==> src/rtl/fft_input_packer_pkg.sv <==
// Shared definitions for the FFT input packer: bank-state encoding and
// elaboration-time helpers for frame geometry.
package fft_input_packer_pkg;

  typedef enum logic [1:0] {
    BANK_EMPTY   = 2'd0,
    BANK_FILLING = 2'd1,
    BANK_FULL    = 2'd2
  } bank_state_e;

  localparam int unsigned MIN_N_POINT = 4;

  // Radix-4 framing needs a whole number of 4-sample groups.
  function automatic bit n_point_legal(input int unsigned n);
    return (n >= MIN_N_POINT) && ((n % 4) == 0);
  endfunction

  function automatic int unsigned slot_offset(input int unsigned data_width,
                                              input int unsigned k);
    return data_width * k;
  endfunction

endpackage

==> src/rtl/fft_input_packer_frame_bank.sv <==
// One frame of N_POINT complex samples; written one slot at a time,
// read out as a flat packed vector with sample k at DATA_WIDTH*k.
module fft_frame_bank
  import fft_input_packer_pkg::*;
#(
  parameter int unsigned DATA_WIDTH = 8,
  parameter int unsigned N_POINT    = 4,
  parameter int unsigned IDX_W      = 2
) (
  input  logic                          sys_clk_i,
  input  logic                          wr_en,
  input  logic [IDX_W-1:0]              wr_idx,
  input  logic [DATA_WIDTH-1:0]         wr_real,
  input  logic [DATA_WIDTH-1:0]         wr_imag,
  output logic [DATA_WIDTH*N_POINT-1:0] rd_real,
  output logic [DATA_WIDTH*N_POINT-1:0] rd_imag
);

  logic [DATA_WIDTH-1:0] real_mem [N_POINT];
  logic [DATA_WIDTH-1:0] imag_mem [N_POINT];

  // Data storage carries no reset; validity is tracked by the bank state.
  always_ff @(posedge sys_clk_i) begin
    if (wr_en) begin
      real_mem[wr_idx] <= wr_real;
      imag_mem[wr_idx] <= wr_imag;
    end
  end

  for (genvar k = 0; k < N_POINT; k++) begin : g_slot
    assign rd_real[slot_offset(DATA_WIDTH, k) +: DATA_WIDTH] = real_mem[k];
    assign rd_imag[slot_offset(DATA_WIDTH, k) +: DATA_WIDTH] = imag_mem[k];
  end

endmodule

==> src/rtl/fft_input_packer.sv <==
// Ping-pong packer: collects N_POINT streamed complex samples per frame and
// presents each completed frame as one wide word to the butterfly stage.
module fft_input_packer
  import fft_input_packer_pkg::*;
#(
  parameter int unsigned DATA_WIDTH = 8,
  parameter int unsigned N_POINT    = 4
) (
  input  logic                          sys_clk_i,
  input  logic                          rst_i,
  input  logic                          s_valid_i,
  output logic                          s_ready_o,
  input  logic [DATA_WIDTH-1:0]         s_real_i,
  input  logic [DATA_WIDTH-1:0]         s_imag_i,
  input  logic                          s_last_i,
  output logic                          m_valid_o,
  input  logic                          m_ready_i,
  output logic [DATA_WIDTH*N_POINT-1:0] xn_real_o,
  output logic [DATA_WIDTH*N_POINT-1:0] xn_imag_o,
  output logic                          frame_err_o
);

  localparam int unsigned      IDX_W    = $clog2(N_POINT);
  localparam int unsigned      FRAME_W  = DATA_WIDTH * N_POINT;
  localparam logic [IDX_W-1:0] LAST_IDX = IDX_W'(N_POINT - 1);

  if (!n_point_legal(N_POINT)) begin : g_bad_n_point
    $error("fft_input_packer: N_POINT must be a multiple of 4 and at least 4");
  end

  bank_state_e      bank_st_q [2];
  bank_state_e      bank_st_d [2];
  logic             wr_ptr_q, wr_ptr_d;
  logic             rd_ptr_q, rd_ptr_d;
  logic [IDX_W-1:0] wr_idx_q, wr_idx_d;
  logic             s_ready_q, s_ready_d;
  logic             frame_err_q, frame_err_d;
  logic             in_fire, out_fire, last_slot;
  logic [1:0]       bank_we;
  logic [FRAME_W-1:0] bank_real [2];
  logic [FRAME_W-1:0] bank_imag [2];

  assign in_fire     = s_valid_i && s_ready_q;
  assign out_fire    = m_valid_o && m_ready_i;
  assign last_slot   = (wr_idx_q == LAST_IDX);

  assign s_ready_o   = s_ready_q;
  assign m_valid_o   = (bank_st_q[rd_ptr_q] == BANK_FULL);
  assign frame_err_o = frame_err_q;
  assign xn_real_o   = bank_real[rd_ptr_q];
  assign xn_imag_o   = bank_imag[rd_ptr_q];

  always_comb begin
    bank_st_d   = bank_st_q;
    wr_ptr_d    = wr_ptr_q;
    rd_ptr_d    = rd_ptr_q;
    wr_idx_d    = wr_idx_q;
    frame_err_d = 1'b0;

    // A drain and a fill never touch the same bank: the write bank is not
    // FULL while accepting, and only a FULL bank can drain.
    if (out_fire) begin
      bank_st_d[rd_ptr_q] = BANK_EMPTY;
      rd_ptr_d            = ~rd_ptr_q;
    end

    if (in_fire) begin
      if (last_slot) begin
        bank_st_d[wr_ptr_q] = BANK_FULL;
        wr_idx_d            = '0;
        wr_ptr_d            = ~wr_ptr_q;
        frame_err_d         = ~s_last_i;
      end else if (s_last_i) begin
        bank_st_d[wr_ptr_q] = BANK_EMPTY;
        wr_idx_d            = '0;
        frame_err_d         = 1'b1;
      end else begin
        bank_st_d[wr_ptr_q] = BANK_FILLING;
        wr_idx_d            = wr_idx_q + 1'b1;
      end
    end

    // Registered ready looks at next-cycle bank state so a same-cycle
    // drain reopens the input one cycle later with no path from m_ready_i.
    s_ready_d = (bank_st_d[wr_ptr_d] != BANK_FULL);
  end

  always_ff @(posedge sys_clk_i) begin
    if (rst_i) begin
      bank_st_q[0] <= BANK_EMPTY;
      bank_st_q[1] <= BANK_EMPTY;
      wr_ptr_q     <= 1'b0;
      rd_ptr_q     <= 1'b0;
      wr_idx_q     <= '0;
      s_ready_q    <= 1'b0;
      frame_err_q  <= 1'b0;
    end else begin
      bank_st_q    <= bank_st_d;
      wr_ptr_q     <= wr_ptr_d;
      rd_ptr_q     <= rd_ptr_d;
      wr_idx_q     <= wr_idx_d;
      s_ready_q    <= s_ready_d;
      frame_err_q  <= frame_err_d;
    end
  end

  for (genvar b = 0; b < 2; b++) begin : g_bank
    assign bank_we[b] = in_fire && (wr_ptr_q == 1'(b));

    fft_frame_bank #(
      .DATA_WIDTH (DATA_WIDTH),
      .N_POINT    (N_POINT),
      .IDX_W      (IDX_W)
    ) u_bank (
      .sys_clk_i  (sys_clk_i),
      .wr_en      (bank_we[b]),
      .wr_idx     (wr_idx_q),
      .wr_real    (s_real_i),
      .wr_imag    (s_imag_i),
      .rd_real    (bank_real[b]),
      .rd_imag    (bank_imag[b])
    );
  end

endmodule

==> config.mk <==
export PLATFORM = sky130hd
export DESIGN_NAME = fft_input_packer
export DESIGN_NICKNAME = d
export VERILOG_FILES = /design/src/rtl/fft_input_packer_pkg.sv /design/src/rtl/fft_input_packer_frame_bank.sv /design/src/rtl/fft_input_packer.sv
export SDC_FILE = /design/constraint.sdc
export NUM_CORES = 1
export LEC_CHECK = 0
export CORE_ASPECT_RATIO = 0.7
export CORE_MARGIN = 1
export CORE_UTILIZATION = 30
export DETAILED_ROUTE_END_ITERATION = 8
export GPL_TIMING_DRIVEN = 0
export PLACE_DENSITY = 0.59
export REMOVE_ABC_BUFFERS = 1
export SLEW_MARGIN = 25
export SYNTH_ARGS = -nofsm -noshare
export SYNTH_HDL_FRONTEND = slang
export SYNTH_SLANG_ARGS = --single-unit
==> constraint.sdc <==
create_clock -name sys_clk_i -period 1.7 [get_ports sys_clk_i]
set_input_delay 0.17 -clock sys_clk_i [delete_from_list [all_inputs] [get_ports sys_clk_i]]
set_output_delay 0.17 -clock sys_clk_i [all_outputs]
set_load 0.05 [all_outputs]
==> reports/qor.csv <==
stage,metric,value,unit
die,I/O pin cnt,88,
drt,DRC viols,0,
synthesis,"Seq/Total Area, Yosys",77.0,%
sta,maximum clock frequency,539,MHz
sta,min cycle time layout,1.86,ns
die,Site Rows,40,
layout,most frequent cells in the layout,"128 x edfxtp_1, 57 x mux2_4, 44 x buf_6",
synthesis,Mapped Area,5260,um2
drt,Met1 Wirelength,5720,um
cts,H-tree lvl count,4,
flow_run,Max Cap Viol,0,
min_path,HP Class,input pin to register,
layout,share of cells above drive strength 1,48.8,%
drt,antenna violation net count after detailed routing,0,
drt,WL met2,5570,um
layout,Final Instance Area,7710,um2
run_status,status,"finished, violations left",
global_routing,total gr overflow,0,
setup_path,CP arrival,1.69,ns
drt,DR pass1 iterations,4,
die,die area,18100,um2
power_and_ir_drop,Power Density,996,nW/um2
placement,Inst Count DP,576,
cts,Clock Latency Late Sink,0.41,ns
synthesis,Syn. warnings,0,
die,die height,113,um
layout,"commonest non-fill, non-tap cell in the layout",edfxtp_1,
layout,Filler cells,1485,
synthesis,Cells after Synth,268,
sta,final setup violation count,65,
sta,Layout Skew,0.00960,ns
placement,routability cong.,0.765,
drt,met3 WL post-DR,558,um
cts,CTS tree,built,
drt,Via Count,2795,
sta,Slew HR,67.3,%
cts,root buf cell,clkbuf_16,
global_routing,vias in the first global route,2934,
synthesis,syn avg cell area,19.6,um2
layout,Area Overhead vs Synth,46.6,%
cts,number of clock sinks,138,
setup_path,CP Capture Type,primary output,
setup_path,Startpoint Class,register,
layout,Final nets,414,
setup_path,"Req. time, crit path",1.53,ns
sta,Least-Margin Pin Slew,0.493,ns
synthesis,Synth area leaders,"edfxtp_1 73%, mux2_2 10%, mux2_4 5.1%",
cts,clock buffer depth,2,
drt,Iter 0 DRT Violations,136,
power_and_ir_drop,Max VDD drop,0.000588,V
synthesis,post-synth top area cell,edfxtp_1,
sta,post-route clock period utilization,109,%
drt,final WL,12000,um
drt,highest routed layer,met4,
placement,"Cell Area, Placed",6350,um2
sta,final count of pins violating max slew,0,
sta,Fin. Hold Viols,0,
layout,Antenna Cells,0,
die,Initial Util,30.6,%
cts,Num CTS Buffers,17,
synthesis,Yosys top cell area share,73.1,%
die,Core Box Area,17200,um2
run_status,failing checks,setup timing,
power_and_ir_drop,Leak,2.75,nW
layout,final cell count without fillers,633,
cts,CTS clock-pin slew for the worst setup and hold paths,0.06,ns
sta,final worst slack,-0.155,ns
setup_path,Crit Path Max Fanout,7,
synthesis,Unique masters post-synth,26,
synthesis,Yosys reg bits,138,
power_and_ir_drop,total power,7.68,mW
placement,hpwl dp,6240,um
global_routing,GRT Util Overall,13.4,%
placement,input/output buffers,87,
global_routing,first-pass GRT wire length,17200,um
cts,CTS Hold Bufs,0,
drt,wire length per cell,18.9,um
die,Die Width,160,um
global_routing,pin count of the biggest net entering global routing,19,
global_routing,initial antenna violation count,0,
sta,RSZ-0062 raised after global routing,yes,
setup_path,worst setup path class,register to primary output,
sta,Hold WS,0.472,ns
drt,vias per std cell,4.42,
## flip-flops by register name (all words and copies together), names as in the netlist
name                    count
bank_st_q                   4
frame_err_o                 1
g_bank.u_bank.imag_mem     64
g_bank.u_bank.real_mem     64
rd_ptr_q                    1
s_ready_o                   1
wr_idx_q                    2
wr_ptr_q                    1
## area by class of cell
cell class | count | area, um2 | share of cell area, %
clock buffers | 17 | 425 | 5.52
clock inverters | 15 | 158 | 2.05
inverters | 5 | 26.3 | 0.341
multi-input cells | 114 | 1280 | 16.6
flip-flops and latches | 138 | 4050 | 52.5
well taps | 231 | 289 | 3.75
repair buffers | 113 | 1480 | 19.2
## timing repair
| action | CTS | global route |
|---|---|---|
| gates resized for setup | 466 | 83 |
| setup buffers | 15 | 4 |
| gates cloned | 3 | 4 |
| setup endpoints to repair | 195 | 76 |
## worst max-delay path, cell delays in order, from the launching register on
cell and delay [ns]:
dfxtp_4 0.41, buf_16 0.17, buf_12 0.11, buf_8 0.11, mux2_4 0.31, buf_8 0.15
## path summary, 6_finish.rpt
check | from | endpoint | slack [ns] | cells after the start
setup / recovery | rd_ptr_q | xn_real_o[13] | -0.16 | 5
hold / removal | m_ready_i | rd_ptr_q | 0.47 | 2
setup reg to reg | rd_ptr_q | s_ready_o | 0.09 | 8
hold reg to reg | bank_st_q[0] | bank_st_q[0] | 0.49 | 2
## layer usage
metal,global-route usage [%],vias to the layer above
li1,-,1287
met1,17.6,1419
met2,21.2,76
met3,4.33,13
met4,4.06,0
met5,0,-
## power breakdown
part / leakage, nW / internal, mW / switching [mW]
Clock: 0.271 / 2.27 / 1.36
Combinational: 1.24 / 0.120 / 0.176
Sequential: 1.24 / 3.74 / 0.00861
Total: 2.75 / 6.13 / 1.55
## cell usage after synthesis (all sizes together)
cell,number
xnor2,1
mux2,65
o211ai,1
a311oi,1
inv,5
edfxtp,128
and3,6
and2,1
clkbuf,1
nand2b,1
buf,10
nor2,3
ha,4
nand3,3
nor3,2
nand2,11
dfxtp,10
o21ai,1
nor2b,2
o221ai,3
a21oi,9
## metrics by stage
| stage | utilization (%) | TNS, ns | setup WS (ns) |
|---|---|---|---|
| finish | 44.9 | -5.95 | -0.155 |
| global route | 44.9 | -9.07 | -0.208 |
| CTS | 42.5 | -8.68 | -0.213 |
| detailed placement | 37.0 | -109.41 | -0.702 |
| global placement | 36.8 | -253.64 | -2.69 |
| floorplan | - | -95.13 | -1.10 |
## cell families (layout without fill, tap and decap cells)
group / after synthesis / count (layout) / synth area share [%]
AO/OA/AOI/OAI: 15 / 15 / 1.95
XOR/XNOR: 1 / 1 / 0.167
adder cells (fa/ha/maj): 4 / 4 / 0.952
buffers and inverters: 16 / 150 / 2.10
flip-flops: 138 / 138 / 77.0
multiplexers: 65 / 65 / 15.2
AND/OR/NAND/NOR: 29 / 29 / 2.67
Power figures use the tool's default switching activity.
==> patch 1, RTL diff (same settings) <==
`N_POINT` is set to 4 in 2 places; all go to 8.
--- a/src/rtl/fft_input_packer_frame_bank.sv
+++ b/src/rtl/fft_input_packer_frame_bank.sv
@@ -5,5 +5,5 @@
 #(
   parameter int unsigned DATA_WIDTH = 8,
-  parameter int unsigned N_POINT    = 4,
+  parameter int unsigned N_POINT    = 8,
   parameter int unsigned IDX_W      = 2
 ) (
--- a/src/rtl/fft_input_packer.sv
+++ b/src/rtl/fft_input_packer.sv
@@ -5,5 +5,5 @@
 #(
   parameter int unsigned DATA_WIDTH = 8,
-  parameter int unsigned N_POINT    = 4
+  parameter int unsigned N_POINT    = 8
 ) (
   input  logic                          sys_clk_i,
Interface: changed (resized xn_imag_o and xn_real_o); port bits go from 88 to 152. The function was not compared with the original's and may differ.
==> patch 1 against the unedited design <==
- the run still ends with negative setup slack left
- power grew 80%
- area after synthesis up 89%
- cell area rose by 94%
- worst setup slack worse by 180 ps
- critical endpoint is now xn_imag_o[57]
- global-route usage is 1.4 points higher
- largest power group unchanged
- maximum frequency is 8.8% lower
- routed wire length rose by 120%
- sequential cell count up 129
- count of clock-buffer cells in the layout up 18
==> patch 1: results (changes against the unedited design) <==
* Status: complete, but fails checks (unchanged)
* Failing checks: negative setup slack (unchanged)
* Commonest cells in the netlist: 256 x edfxtp_1, 128 x mux2_2, 15 x nor2_1, 11 x dfxtp_1, 10 x buf_6 (was 128 x edfxtp_1, 47 x mux2_2, 18 x mux2_4, 11 x nand2_1, 10 x dfxtp_1)
* Post-synth cell types at 38 (was 26)
* Setup ws final at -334 ps (was -155 ps)
* Part of the Yosys area used for sequential elements at 79.7% (was 77.0%)
* Ratio of cells with drive above 1 in the final layout at 55.7% (was 48.8%)
* CTS buffer count at 28 (was 17)
* Multi-input gate share of total cell area at 16.3% (was 16.6%)
* Total GRT Usage at 14.8% (was 13.4%)
* Hold depth at 3 (was 2)
* Vias in the first global route at 5277 (was 2934)
* Relative slew slack at 48.3% (was 67.3%)
* Hold_ws at 347 ps (was 472 ps)
* Hold Path End: bank_st_q[1]$_SDFF_PP0_ (was rd_ptr_q$_SDFFE_PP0N_)
* Routability cong. at 0.708 (was 0.765)
* DP Cell Count at 1052 (was 576)
* Skew-Pair Late Insertion Delay at 540 ps (was 410 ps)
* Area contributors post-synth: edfxtp_1 77%, mux2_2 15%, dfxtp_1 2.2%, buf_6 1.1%, nor2_1 0.57% (was edfxtp_1 73%, mux2_2 10%, mux2_4 5.1%, dfxtp_1 3.8%, ha_1 0.95%)
* I/O Buffers at 151 (was 87)
* Sequential cell area at 0.00793 mm² (was 0.00405 mm²)
* Reg2Reg Setup Slack at 30 ps (was 90 ps)
* Sw Ratio at 19.6% (was 20.2%)
* Fin nets at 754 (was 414)
* Post-synth EDFFs at 256 (was 128)
* Antenna Cells at 1 (was 0)
* RR Startpoint: s_ready_o$_SDFF_PP0_ (was rd_ptr_q$_SDFFE_PP0N_)
* Fin area at 0.0149 mm² (was 0.00771 mm²)
* DRT iter0 DRCs at 215 (was 136)
* Final setup fails at 129 (was 65)
* First-pass GRT wire length at 35.8 mm (was 17.2 mm)
* Avg Cell Area, Syn at 20.6 µm² (was 19.6 µm²)
* R2r endpoint: g_bank[1].u_bank.imag_mem[2][5]$_DFFE_PP_ (was s_ready_o$_SDFF_PP0_)
* Clock tree buffer depth at 3 (was 2)
* Clock-cell share at 6.11% (was 7.57%)
* CP Capture Point: xn_imag_o[57] (was xn_real_o[13])
* Multi-input combinational gate total at 194 (was 114)
* Maximum vdd ir drop at 0.648 mV (was 0.588 mV)
* Largest regs: g_bank.u_bank.imag_mem (128), g_bank.u_bank.real_mem (128), bank_st_q (4) (was g_bank.u_bank.imag_mem (64), g_bank.u_bank.real_mem (64), bank_st_q (4))
* Vias at 5435 (was 2795)
* Worst Skew at 10.6 ps (was 9.60 ps)
* Placed Area at 0.0121 mm² (was 0.00635 mm²)
[patch 1: kinds of logic (layout without fill, tap and decap cells)]
family,Yosys count,in the layout
other cells,0,1
compound gates,17,17
mux,129,129
xor+xnor,1,1
flops,267,267
buf+inv,21,289
fa+ha+maj,2,2
simple gates,45,45
[patch 1: repair_timing]
item | 4_1_cts | 5_1_grt
pin swaps | 18 | 6
setup buffers | 47 | 17
gates resized for setup | 893 | 258
endpoints found under the setup margin | 390 | 189
cloned | 9 | 8
[patch 1: worst max-delay path: cells and delay by family, from the launching register on]
family   cells  cell delay (ps)
buf+inv      4              580
mux          1              330
flops        1              390
[patch 1: routing by layer]
| metal | up-vias | wire length (µm) | global-route usage [%] |
|---|---|---|---|
| met3 | 37 | 995 | 2.73 |
| met5 | - | 0 | 0 |
| li1 | 2412 | - | - |
| met1 | 2850 | 12200 | 20.6 |
| met2 | 136 | 12200 | 23.3 |
| met4 | 0 | 689 | 4.66 |
==> patch 2, RTL diff (config.mk and constraints unchanged) <==
Made on the original files. Remove the register `frame_err_q`: a continuous assignment takes its place, so the output `frame_err_o` follows one clock earlier.
--- a/src/rtl/fft_input_packer.sv
+++ b/src/rtl/fft_input_packer.sv
@@ -94,5 +94,4 @@
       wr_idx_q     <= '0;
       s_ready_q    <= 1'b0;
-      frame_err_q  <= 1'b0;
     end else begin
       bank_st_q    <= bank_st_d;
@@ -101,7 +100,8 @@
       wr_idx_q     <= wr_idx_d;
       s_ready_q    <= s_ready_d;
-      frame_err_q  <= frame_err_d;
     end
   end
+
+  assign frame_err_q = frame_err_d;
 
   for (genvar b = 0; b < 2; b++) begin : g_bank
Check against the original RTL: not equivalent (Yosys sat finds a counterexample within 4 cycles, from zero or initial values and one cycle with rst_i high).
==> patch 2 against the unedited design <==
- the run still ends with negative setup slack left
- worst setup slack improved by 19 ps
- routed wire length is 8.0% lower
- critical path type unchanged
- highest routed layer unchanged
- count of clock-buffer cells in the layout increased by 6
- cell area decreased by 3.4%
- worst hold slack worse by 15 ps
- area after synthesis shrank 0.40%
- power fell by 3.0%
- critical endpoint is now xn_real_o[14]
- sequential cell count is 1 lower
==> patch 2: results (changes against the unedited design) <==
* Setup ws final at -136 ps (was -155 ps)
* Total GRT Usage at 12.6% (was 13.4%)
* Worst Skew at 5.44 ps (was 9.60 ps)
* DP Cell Count at 569 (was 576)
* Synth Area in Adders at 0.956% (was 0.952%)
* Critical-path maximum fanout at 8 (was 7)
* Part of the Yosys area used for sequential elements at 76.9% (was 77.0%)
* Status: complete, but fails checks (unchanged)
* Ratio of cells with drive above 1 in the final layout at 48.8% (unchanged)
* Internal Power at 5.97 mW (was 6.13 mW)
* Dpl hpwl at 5.91 mm (was 6.24 mm)
* Wirelength per Cell at 17.6 µm (was 18.9 µm)
* Slew of the pin with the lowest slew margin at 503 ps (was 493 ps)
* Routability cong. at 0.729 (was 0.765)
* Failing checks: negative setup slack (unchanged)
* Placed Area at 0.00632 mm² (was 0.00635 mm²)
* Area contributors post-synth: edfxtp_1 73%, mux2_2 10%, mux2_4 5.2%, dfxtp_1 3.4%, ha_1 0.96% (was edfxtp_1 73%, mux2_2 10%, mux2_4 5.1%, dfxtp_1 3.8%, ha_1 0.95%)
* Complex-gate fraction of the synthesized area at 1.96% (was 1.95%)
* Max incr delay on CP at 360 ps (was 410 ps)
* First-pass GRT wire length at 16.0 mm (was 17.2 mm)
* Clk root buf: clkbuf_16 (unchanged)
* Commonest cells in the netlist: 128 x edfxtp_1, 47 x mux2_2, 18 x mux2_4, 11 x nand2_1, 9 x dfxtp_1 (was 128 x edfxtp_1, 47 x mux2_2, 18 x mux2_4, 11 x nand2_1, 10 x dfxtp_1)
* Vias in the first global route at 2748 (was 2934)
* Maximum vdd ir drop at 0.549 mV (was 0.588 mV)
* Synth Area in XOR/XNOR at 0.167% (about the same)
* Filler cells at 1457 (was 1485)
* Routed vias/inst at 4.40 (was 4.42)
* DRT iter0 DRCs at 115 (was 136)
* Final setup fails at 46 (was 65)
* Vias at 2761 (was 2795)
* Multiplexer share of the synthesized area at 15.3% (was 15.2%)
[patch 2: cell count changes after synthesis, sizes merged]
cell,delta
dfxtp,-1
buf,+1
nor2,+1
clkbuf,-1
nor3,-1
[patch 2: final timing paths]
path                           startpoint                                   endpoint  cells after the start  slack, ps
setup / recovery    rd_ptr_q$_SDFFE_PP0N_                              xn_real_o[14]                      5       -140
setup reg to reg     s_ready_o$_SDFF_PP0_  g_bank[1].u_bank.imag_mem[3][4]$_DFFE_PP_                      4        110
hold reg to reg   bank_st_q[0]$_SDFF_PP0_                    bank_st_q[0]$_SDFF_PP0_                      2        480
hold / removal                  m_ready_i                      rd_ptr_q$_SDFFE_PP0N_                      2        460
[patch 2: cell type report]
| class | instances | area [µm²] | share of cell area [%] |
|---|---|---|---|
| Clock inverter | 9 | 100 | 1.35 |
| Multi-Input combinational cell | 114 | 1220 | 16.4 |
| Clock buffer | 23 | 448 | 6.02 |
| Inverter | 5 | 26.3 | 0.353 |
| Sequential cell | 137 | 4030 | 54.1 |
| Timing Repair Buffer | 114 | 1340 | 18.0 |
| Tap cell | 225 | 282 | 3.78 |
[patch 2: through the flow]
stage | hold WS (ps) | utilization, % | TNS [ps] | power (mW)
final | 458 | 44.6 | -4620 | 7.44
after global routing | 464 | 44.6 | -7170 | 7.65
after CTS | 442 | 43.4 | -6460 | 7.50
after detailed placement | 471 | 37.9 | -95460 | 4.06
after global placement | 464 | 37.7 | -252460 | 4.06
after floorplan | 238 | - | -95170 | 3.92
[patch 2: worst max-delay path, delay by kind of cell (launching register included)]
| family | cells | cell delay [ps] |
|---|---|---|
| buffers and inverters | 4 | 570 |
| flip-flops | 1 | 360 |
| multiplexers | 1 | 320 |
[patch 2: timing repair]
action	in CTS	in global routing
resized for setup	480	44
endpoints found under the setup margin	192	162
setup buffers	11	13
cloned	4	0
[patch 2: kinds of logic after synthesis]
| group | after synthesis |
|---|---|
| and+or+nand+nor | 29 |
| buffers and inverters | 16 |
| AOI/OAI and AO/OA | 15 |
| DFF | 137 |
| muxes | 65 |
| xor gates and xnor gates | 1 |
| adders and majority gates | 4 |
[patch 2: layer usage]
metal  track usage, %  wire, µm  up-vias
li1                 -         -     1289
met1             15.8      5070     1391
met2             20.2      5320       68
met3             4.21       494       13
met4             5.14       144        0
met5                0         0        -
[patch 2: power groups by stage]
stage,clock (mW),sequential (mW),combinational [mW]
2_1_floorplan,0,3.80,0.121
3_3_place_gp,0,3.79,0.264
3_5_place_dp,0,3.79,0.269
4_1_cts,3.50,3.72,0.281
5_1_grt,3.62,3.72,0.304
6_report,3.43,3.72,0.288
